## src/rtl/id_gen.sv

```systemverilog
`default_nettype none
// ============================================================================
// Module   : id_gen
// Purpose  : Emits one identifier per accepted start. An identifier is a run
//            of letters, then a run of digits, then a space terminator, and
//            is offered with a valid/ready handshake.
//            The letters begin at a rolling alphabet offset that advances on
//            every completed identifier.
// Ports    : clk      - clock, rising edge
//            rst_n    - asynchronous active-low reset
//            start    - request an identifier (only honoured while idle)
//            let_len  - letter count, captured on accepted start
//            dig_len  - digit count, captured on accepted start
//            upcase   - 1: 'A'..'Z', 0: 'a'..'z', captured on accepted start
//            ready    - downstream accepts the offered char this cycle
//            char     - ASCII character offered
//            valid    - char is valid
//            busy     - an identifier is in progress
//            done     - one-cycle pulse after the terminator transfers
// Revision : 1.0 - initial release
// ============================================================================
module id_gen (
    input  logic       clk,
    input  logic       rst_n,
    input  logic       start,
    input  logic [3:0] let_len,
    input  logic [3:0] dig_len,
    input  logic       upcase,
    input  logic       ready,
    output logic [7:0] char,
    output logic       valid,
    output logic       busy,
    output logic       done
);

    localparam logic [1:0] c_IDLE    = 2'd0;
    localparam logic [1:0] c_LET     = 2'd1;
    localparam logic [1:0] c_DIG     = 2'd2;
    localparam logic [1:0] c_TERM    = 2'd3;

    localparam logic [7:0] c_LOWER   = 8'h61;
    localparam logic [7:0] c_UPPER   = 8'h41;
    localparam logic [7:0] c_ZERO    = 8'h30;
    localparam logic [7:0] c_SPACE   = 8'h20;
    localparam logic [4:0] c_OFF_MAX = 5'd25;

    // State and captured fields
    logic [1:0] r_state;
    logic [3:0] r_idx;
    logic [4:0] r_off;
    logic [3:0] r_let_len;
    logic [3:0] r_dig_len;
    logic       r_upcase;

    // Registered outputs
    logic [7:0] r_char;
    logic       r_valid;
    logic       r_busy;
    logic       r_done;

    // Next-state values
    logic [1:0] w_state_nxt;
    logic [3:0] w_idx_nxt;
    logic [4:0] w_off_nxt;
    logic [3:0] w_let_nxt;
    logic [3:0] w_dig_nxt;
    logic       w_up_nxt;
    logic       w_done_nxt;
    logic       w_xfer;

    // Character generation from next-state values
    logic [5:0] w_let_sum;
    logic [5:0] w_let_wrap;
    logic [4:0] w_let_pos;
    logic [3:0] w_dig_pos;
    logic [7:0] w_char_nxt;

    assign w_xfer = r_valid & ready;

    always_comb begin
        w_state_nxt = r_state;
        w_idx_nxt   = r_idx;
        w_off_nxt   = r_off;
        w_let_nxt   = r_let_len;
        w_dig_nxt   = r_dig_len;
        w_up_nxt    = r_upcase;
        w_done_nxt  = 1'b0;
        case (r_state)
            c_IDLE: begin
                if (start) begin
                    w_let_nxt = let_len;
                    w_dig_nxt = dig_len;
                    w_up_nxt  = upcase;
                    w_idx_nxt = 4'd0;
                    if (let_len != 4'd0)
                        w_state_nxt = c_LET;
                    else if (dig_len != 4'd0)
                        w_state_nxt = c_DIG;
                    else
                        w_state_nxt = c_TERM;
                end
            end
            c_LET: begin
                if (w_xfer) begin
                    if (r_idx == r_let_len - 4'd1) begin
                        w_idx_nxt   = 4'd0;
                        w_state_nxt = (r_dig_len != 4'd0) ? c_DIG : c_TERM;
                    end else begin
                        w_idx_nxt = r_idx + 4'd1;
                    end
                end
            end
            c_DIG: begin
                if (w_xfer) begin
                    if (r_idx == r_dig_len - 4'd1) begin
                        w_idx_nxt   = 4'd0;
                        w_state_nxt = c_TERM;
                    end else begin
                        w_idx_nxt = r_idx + 4'd1;
                    end
                end
            end
            c_TERM: begin
                if (w_xfer) begin
                    w_state_nxt = c_IDLE;
                    w_done_nxt  = 1'b1;
                    w_off_nxt   = (r_off == c_OFF_MAX) ? 5'd0 : r_off + 5'd1;
                end
            end
            default: w_state_nxt = c_IDLE;
        endcase
    end

    // Letter position = (off + idx) mod 26; the sum never exceeds 40, so a
    // single conditional subtraction is enough.
    assign w_let_sum  = {1'b0, w_off_nxt} + {2'b00, w_idx_nxt};
    assign w_let_wrap = w_let_sum - 6'd26;
    assign w_let_pos  = (w_let_sum >= 6'd26) ? w_let_wrap[4:0] : w_let_sum[4:0];
    assign w_dig_pos  = (w_idx_nxt >= 4'd10) ? w_idx_nxt - 4'd10 : w_idx_nxt;

    always_comb begin
        w_char_nxt = 8'h00;
        case (w_state_nxt)
            c_LET:   w_char_nxt = (w_up_nxt ? c_UPPER : c_LOWER) + {3'b000, w_let_pos};
            c_DIG:   w_char_nxt = c_ZERO + {4'b0000, w_dig_pos};
            c_TERM:  w_char_nxt = c_SPACE;
            default: w_char_nxt = 8'h00;
        endcase
    end

    always_ff @(posedge clk or negedge rst_n) begin
        if (!rst_n) begin
            r_state   <= c_IDLE;
            r_idx     <= 4'd0;
            r_off     <= 5'd0;
            r_let_len <= 4'd0;
            r_dig_len <= 4'd0;
            r_upcase  <= 1'b0;
            r_char    <= 8'h00;
            r_valid   <= 1'b0;
            r_busy    <= 1'b0;
            r_done    <= 1'b0;
        end else begin
            r_state   <= w_state_nxt;
            r_idx     <= w_idx_nxt;
            r_off     <= w_off_nxt;
            r_let_len <= w_let_nxt;
            r_dig_len <= w_dig_nxt;
            r_upcase  <= w_up_nxt;
            r_char    <= w_char_nxt;
            r_valid   <= (w_state_nxt != c_IDLE);
            r_busy    <= (w_state_nxt != c_IDLE);
            r_done    <= w_done_nxt;
        end
    end

    assign char  = r_char;
    assign valid = r_valid;
    assign busy  = r_busy;
    assign done  = r_done;

endmodule
`default_nettype wire

```

## config.mk

```make
export PLATFORM = sky130hd
export DESIGN_NAME = id_gen
export DESIGN_NICKNAME = d
export VERILOG_FILES = /design/src/rtl/id_gen.sv
export SDC_FILE = /design/constraint.sdc
export NUM_CORES = 1
export LEC_CHECK = 0
export CAP_MARGIN = 30
export CELL_PAD_IN_SITES_DETAIL_PLACEMENT = 1
export CELL_PAD_IN_SITES_GLOBAL_PLACEMENT = 2
export CORE_UTILIZATION = 39
export DETAILED_ROUTE_END_ITERATION = 16
export PLACE_DENSITY = 0.88
export SLEW_MARGIN = 20
export SYNTH_ARGS = -nofsm -noshare
export SYNTH_HDL_FRONTEND = slang
export SYNTH_SLANG_ARGS = --single-unit
```

## constraint.sdc

```tcl
create_clock -name clk -period 7.72 [get_ports clk]
set_clock_uncertainty 0.1 [all_clocks]
set_input_delay 1.544 -clock clk [delete_from_list [all_inputs] [get_ports clk]]
set_output_delay 1.544 -clock clk [all_outputs]
set_load 0.1 [all_outputs]
```

-- Word-level counts from Yosys, hierarchy flattened
Index checks and enable logic that the tools add are counted.
- register bits after elaboration: 30
- bits in latches: 0
- memory bits (writable): 0
- ROM bits: 0
- input bits: 13
- logic and storage cells: 63
- memories: 0
- add/sub/neg operators: 9
- multipliers: 0
- divide/modulo/power cells: 0
- magnitude comparators: 2
- eq/ne operators: 9
- shifts and indexed selects: 0
- multiplexer cells: 27
- bitwise operators: 1
- reduce and logical (&&, ||, !) cells: 6
- operators with widths (operator ; number):
    $mux W4 ; 6
    $pmux W8 S3 ; 1
    $mux W5 ; 4
    $mux W2 ; 7
    $pmux W4 S3 ; 1
    $reduce_bool A4 Y1 ; 3
    $add A7 B5 Y8 ; 1
    $eq A2 B2 Y1 const B ; 4
    $eq A4 B4 Y1 ; 2
    $pmux W2 S4 ; 1
    $sub A4 B1 Y4 const B ; 2
    $add A6 B4 Y7 const A ; 1
    $add A5 B4 Y6 ; 1
    $ge A6 B5 Y1 const B ; 1
    $mux W1 ; 6
    $mux W6 ; 1
    $add A5 B1 Y5 const B ; 1
    $eq A5 B5 Y1 const B ; 1
    $sub A5 B5 Y5 const B ; 1
    $add A4 B1 Y4 const B ; 1
    $eq A2 B1 Y1 const B ; 2
    $ge A4 B4 Y1 const B ; 1
    $sub A4 B4 Y4 const B ; 1
    $logic_not A2 Y1 ; 1
    3 further kinds ; 3

-- Longest topological paths before layout
- depth in word-level cells: 10
- gate-level depth with buffers: 24
- gate-level depth less buffers: 24

-- Worst setup path before layout
No wires, ideal clock.
- kind: input to register
- start point: input port ready
- end point: register r_char[4], in the netlist char[4]
- setup time: 0.133 ns
- data arrival time: 4.923 ns
- required time: 7.487 ns
- path slack: 2.564 ns
- stages: 19
- buffers on the path: 2
- path through: and2_1 clkbuf_1 o21ai_0 mux2_2 o221a_2 ha_1 buf_4 or3_2 o211ai_4 nor3_4 a21oi_1 nor2_1 xnor2_1 ha_1 inv_1 nor2_1 nand2_1 o2111ai_1 o211ai_2
- longest elaborated chain between the ends: 8
- ends and longest elaborated chain (item ; line ; source):
    start: declaration ; 29 ; input logic ready,
    $and A1 B1 Y1 (*) ; 78 ; assign w_xfer = r_valid & ready;
    $mux W4 (on tied branches) ; 114, 104 ;
    $pmux W4 S3 (*) ; 88 ; case (r_state)
    via w_idx_nxt[3] ; 63 ; logic [3:0] w_idx_nxt;
    $add A5 B4 Y6 ; 136 ; assign w_let_sum = {1'b0, w_off_nxt} + {2'b00, w_idx_nxt};
    $sub A5 B5 Y5 / $ge A6 B5 Y1 (equally long branches) ; 137, 138 ;
    $mux W5 ; 138 ; assign w_let_pos = (w_let_sum >= 6'd26) ? w_let_wrap[4:0] : w_let_sum[4:0];
    $add A7 B5 Y8 ; 144 ; c_LET: w_char_nxt = (w_up_nxt ? c_UPPER : c_LOWER) + {3'b000, w_let_pos};
    $pmux W8 S3 (*) ; 143 ; case (w_state_nxt)
    via w_char_nxt[4] ; 76 ; logic [7:0] w_char_nxt;
    end signal: assignment ; 170 ; r_char <= w_char_nxt;
    end: declaration ; 56 ; logic [7:0] r_char;
Mark *: on every way through the listed nets, which the timed path passes. The rest lies on a longest branch.
A chain may end at the register's enable or synchronous reset.

-- Final worst setup path
Same ends and word-level chain as after synthesis.

==> results.cfg <==
[outcome]
status = completed

[setup_path]
cp_slowest_stage_delay_ps = 550
crit_chain = clkdlybuf4s50_1, and2_1, a211oi_1, a211oi_1, nand2_2, xnor2_1, ha_1, inv_1, or3_2, o2111ai_1, a21oi_1, nor2_1, xnor2_1, ha_1, inv_1, nor2_1, nand2_1, o2111ai_1, o211ai_2
startpoint = ready
criticalPathCategory = in -> reg
cp_max_fo = 8
worstPathRequired_ps = 7780
start_kind = input port
cpMaxStageDelayCell = clkdlybuf4s50_1
crit_arrival_ps = 6110
rr_worst_depth = 22
setup.worst_path.end_class = register
r2r-start = r_dig_len[0]

[timing]
worst_pin_slew_ps = 990
setup_viol = 0
min_period_ps = 6060
drv_slew = 0
timing.hold.ws_ps = 443
rsz0062_at_grt = no
fmax_mhz = 165
tns_ps = 0
maxSlewHeadroom_pct = 33.8
fin_crit_sh_pct = 78.5
finalHoldViolCount = 0

[hold_path]
hp-start = r_let_len[3]
min_path_type = reg -> reg
hold_depth = 1

[placement]
routabilityCongestion = 0.865
dp_hpwl_mm = 5.04
numPortBuffers = 23

[clock_tree]
cts_max_path_buffers = 2
cts_sinks = 30
post_cts_buffers = 0
clockRootBuffer = clkbuf_8
clk_pin_slew_ps = 70
cts_hold_repair.buffers = 0
post_cts_resized = 0
clock_latency_ps = 280
h-tree-depth = 2
cts_buffers = 5
cts_tree = built

[grt]
grt_start_max_net_pins = 31
grt_usage_pct = 21.6
antenna_found_initial = 0
grt_pass1_vias = 2103
grt_pass1_wl_mm = 10.7
grt_overflow = 0

[synthesis]
syn_nets = 294
synth_edf_count = 0
ys_seq_elements = 30
synth_cell_types = 68
yosysSeqAreaShare_pct = 30.7
synth_ff_type = dfrtp_1
syn_area_um2 = 2450
async_reset_ff_share_pct = 100
yosys_warnings = 0
syn_inst = 269
syn_area_per_cell_um2 = 9.09

[floorplanning]
die_area_um2 = 6590
rows = 28
die_y_um = 81.2
die_x_um = 81.2
core_region_area_um2 = 5990
initial_core_util_pct = 40.8
io-pin-count = 24

[final_layout]
antenna_cells = 0
drive_gt1_share_pct = 14.4
fill_cells = 718
area_growth_pct = 15.3
num-nets-final = 316
layout_commonest_cell = dfrtp_1
mostFrequentLayoutCells = dfrtp_1, nand2_1, clkdlybuf4s50_1, nor2_1, inv_1

[drt]
first_iter_violations = 37
routedWlPerCell_um = 17.5
drt.antenna.violating_nets = 0
vias = 2069
routed_via_density = 5.64
drc = 0
routed_wl_mm = 6.43
drt-pass1-iter-count = 4

[flow_run]
cap_violations = 0
==> metrics by stage <==
step | utilization (%) | setup WS (ps) | instance area (um2) | instances
detailed placement | 45.3 | 1410 | 2710 | 359
global placement | 45.3 | 1530 | 2710 | 359
CTS | 47.1 | 1670 | 2820 | 367
global route | 47.1 | 1280 | 2820 | 367
floorplan | - | 2560 | 2450 | 269
finish | 47.1 | 1660 | 2820 | 367
==> synthesized netlist by cell type, drive strengths merged, types with 3 or more instances <==
cell	instances	area share, %
and2	3	0.77
clkbuf	3	0.46
inv	20	3.2
a211oi	4	1.2
nand2	27	4.3
mux2	8	3.8
nand3	12	2.9
o211ai	7	2.9
or3	6	1.6
a21o	4	1.3
a21oi	17	3.5
buf	7	2.5
nor3b	4	1.6
xnor2	10	3.9
ha	12	6.1
nand3b	3	0.92
dfrtp	30	31
or2	3	0.87
mux2i	4	1.6
and3	3	0.82
nor3	11	2.7
nor2	20	3.1
a31oi	4	1.0
xor2	5	2.1
o21ai	11	2.4
==> metal layers <==
metal  share of wire [%]  track usage [%]
met5                   0                0
met4                 2.6             7.86
met3                 2.2             3.37
met2                  47             35.3
met1                  48             28.6
==> area by class of cell <==
cell class / instances / area, um2 / share of cell area (%)
clock inverter: 3 / 40.0 / 1.42
sequential: 30 / 751 / 26.6
timing repair buffer: 25 / 245 / 8.69
inverter: 20 / 77.6 / 2.75
clock buffer: 5 / 68.8 / 2.44
multi-input combinational: 209 / 1550 / 54.8
tap: 75 / 93.8 / 3.33
==> path summary, 6_finish.rpt <==
| path | endpoint | slack [ps] |
|---|---|---|
| setup / recovery | char[4] | 1660 |
| hold / removal | r_let_len[3] | 440 |
| setup reg to reg | char[4] | 2330 |
| hold reg to reg | r_let_len[3] | 440 |
| max in group asynchronous | char[1] | 5650 |
| min in group asynchronous | r_dig_len[1] | 1570 |
==> kinds of logic after synthesis <==
group / after synthesis / synth area share (%)
compound gates: 69 / 21.7
fa+ha+maj: 12 / 6.14
flops: 30 / 30.7
xor+xnor: 17 / 7.83
mux: 12 / 5.47
simple gates: 99 / 22.0
buf+inv: 30 / 6.14
==> worst max-delay path, delay by kind of cell <==
kind                     cells  cell delay [ps]
AND/OR/NAND/NOR              6             1500
buffers and inverters        3              800
XOR/XNOR                     2              340
adder cells (fa/ha/maj)      2              550
AO/OA/AOI/OAI                6             1360
==> registers in the layout, summed over array words and instances, names as in the netlist <==
register   flops
r_off          5
char           8
r_let_len      4
r_dig_len      4
r_upcase       1
r_state        2
busy           1
done           1
r_idx          4
Power is not shown: default switching activity piles up to over one toggle a cycle in this logic, so the estimate is an artifact.
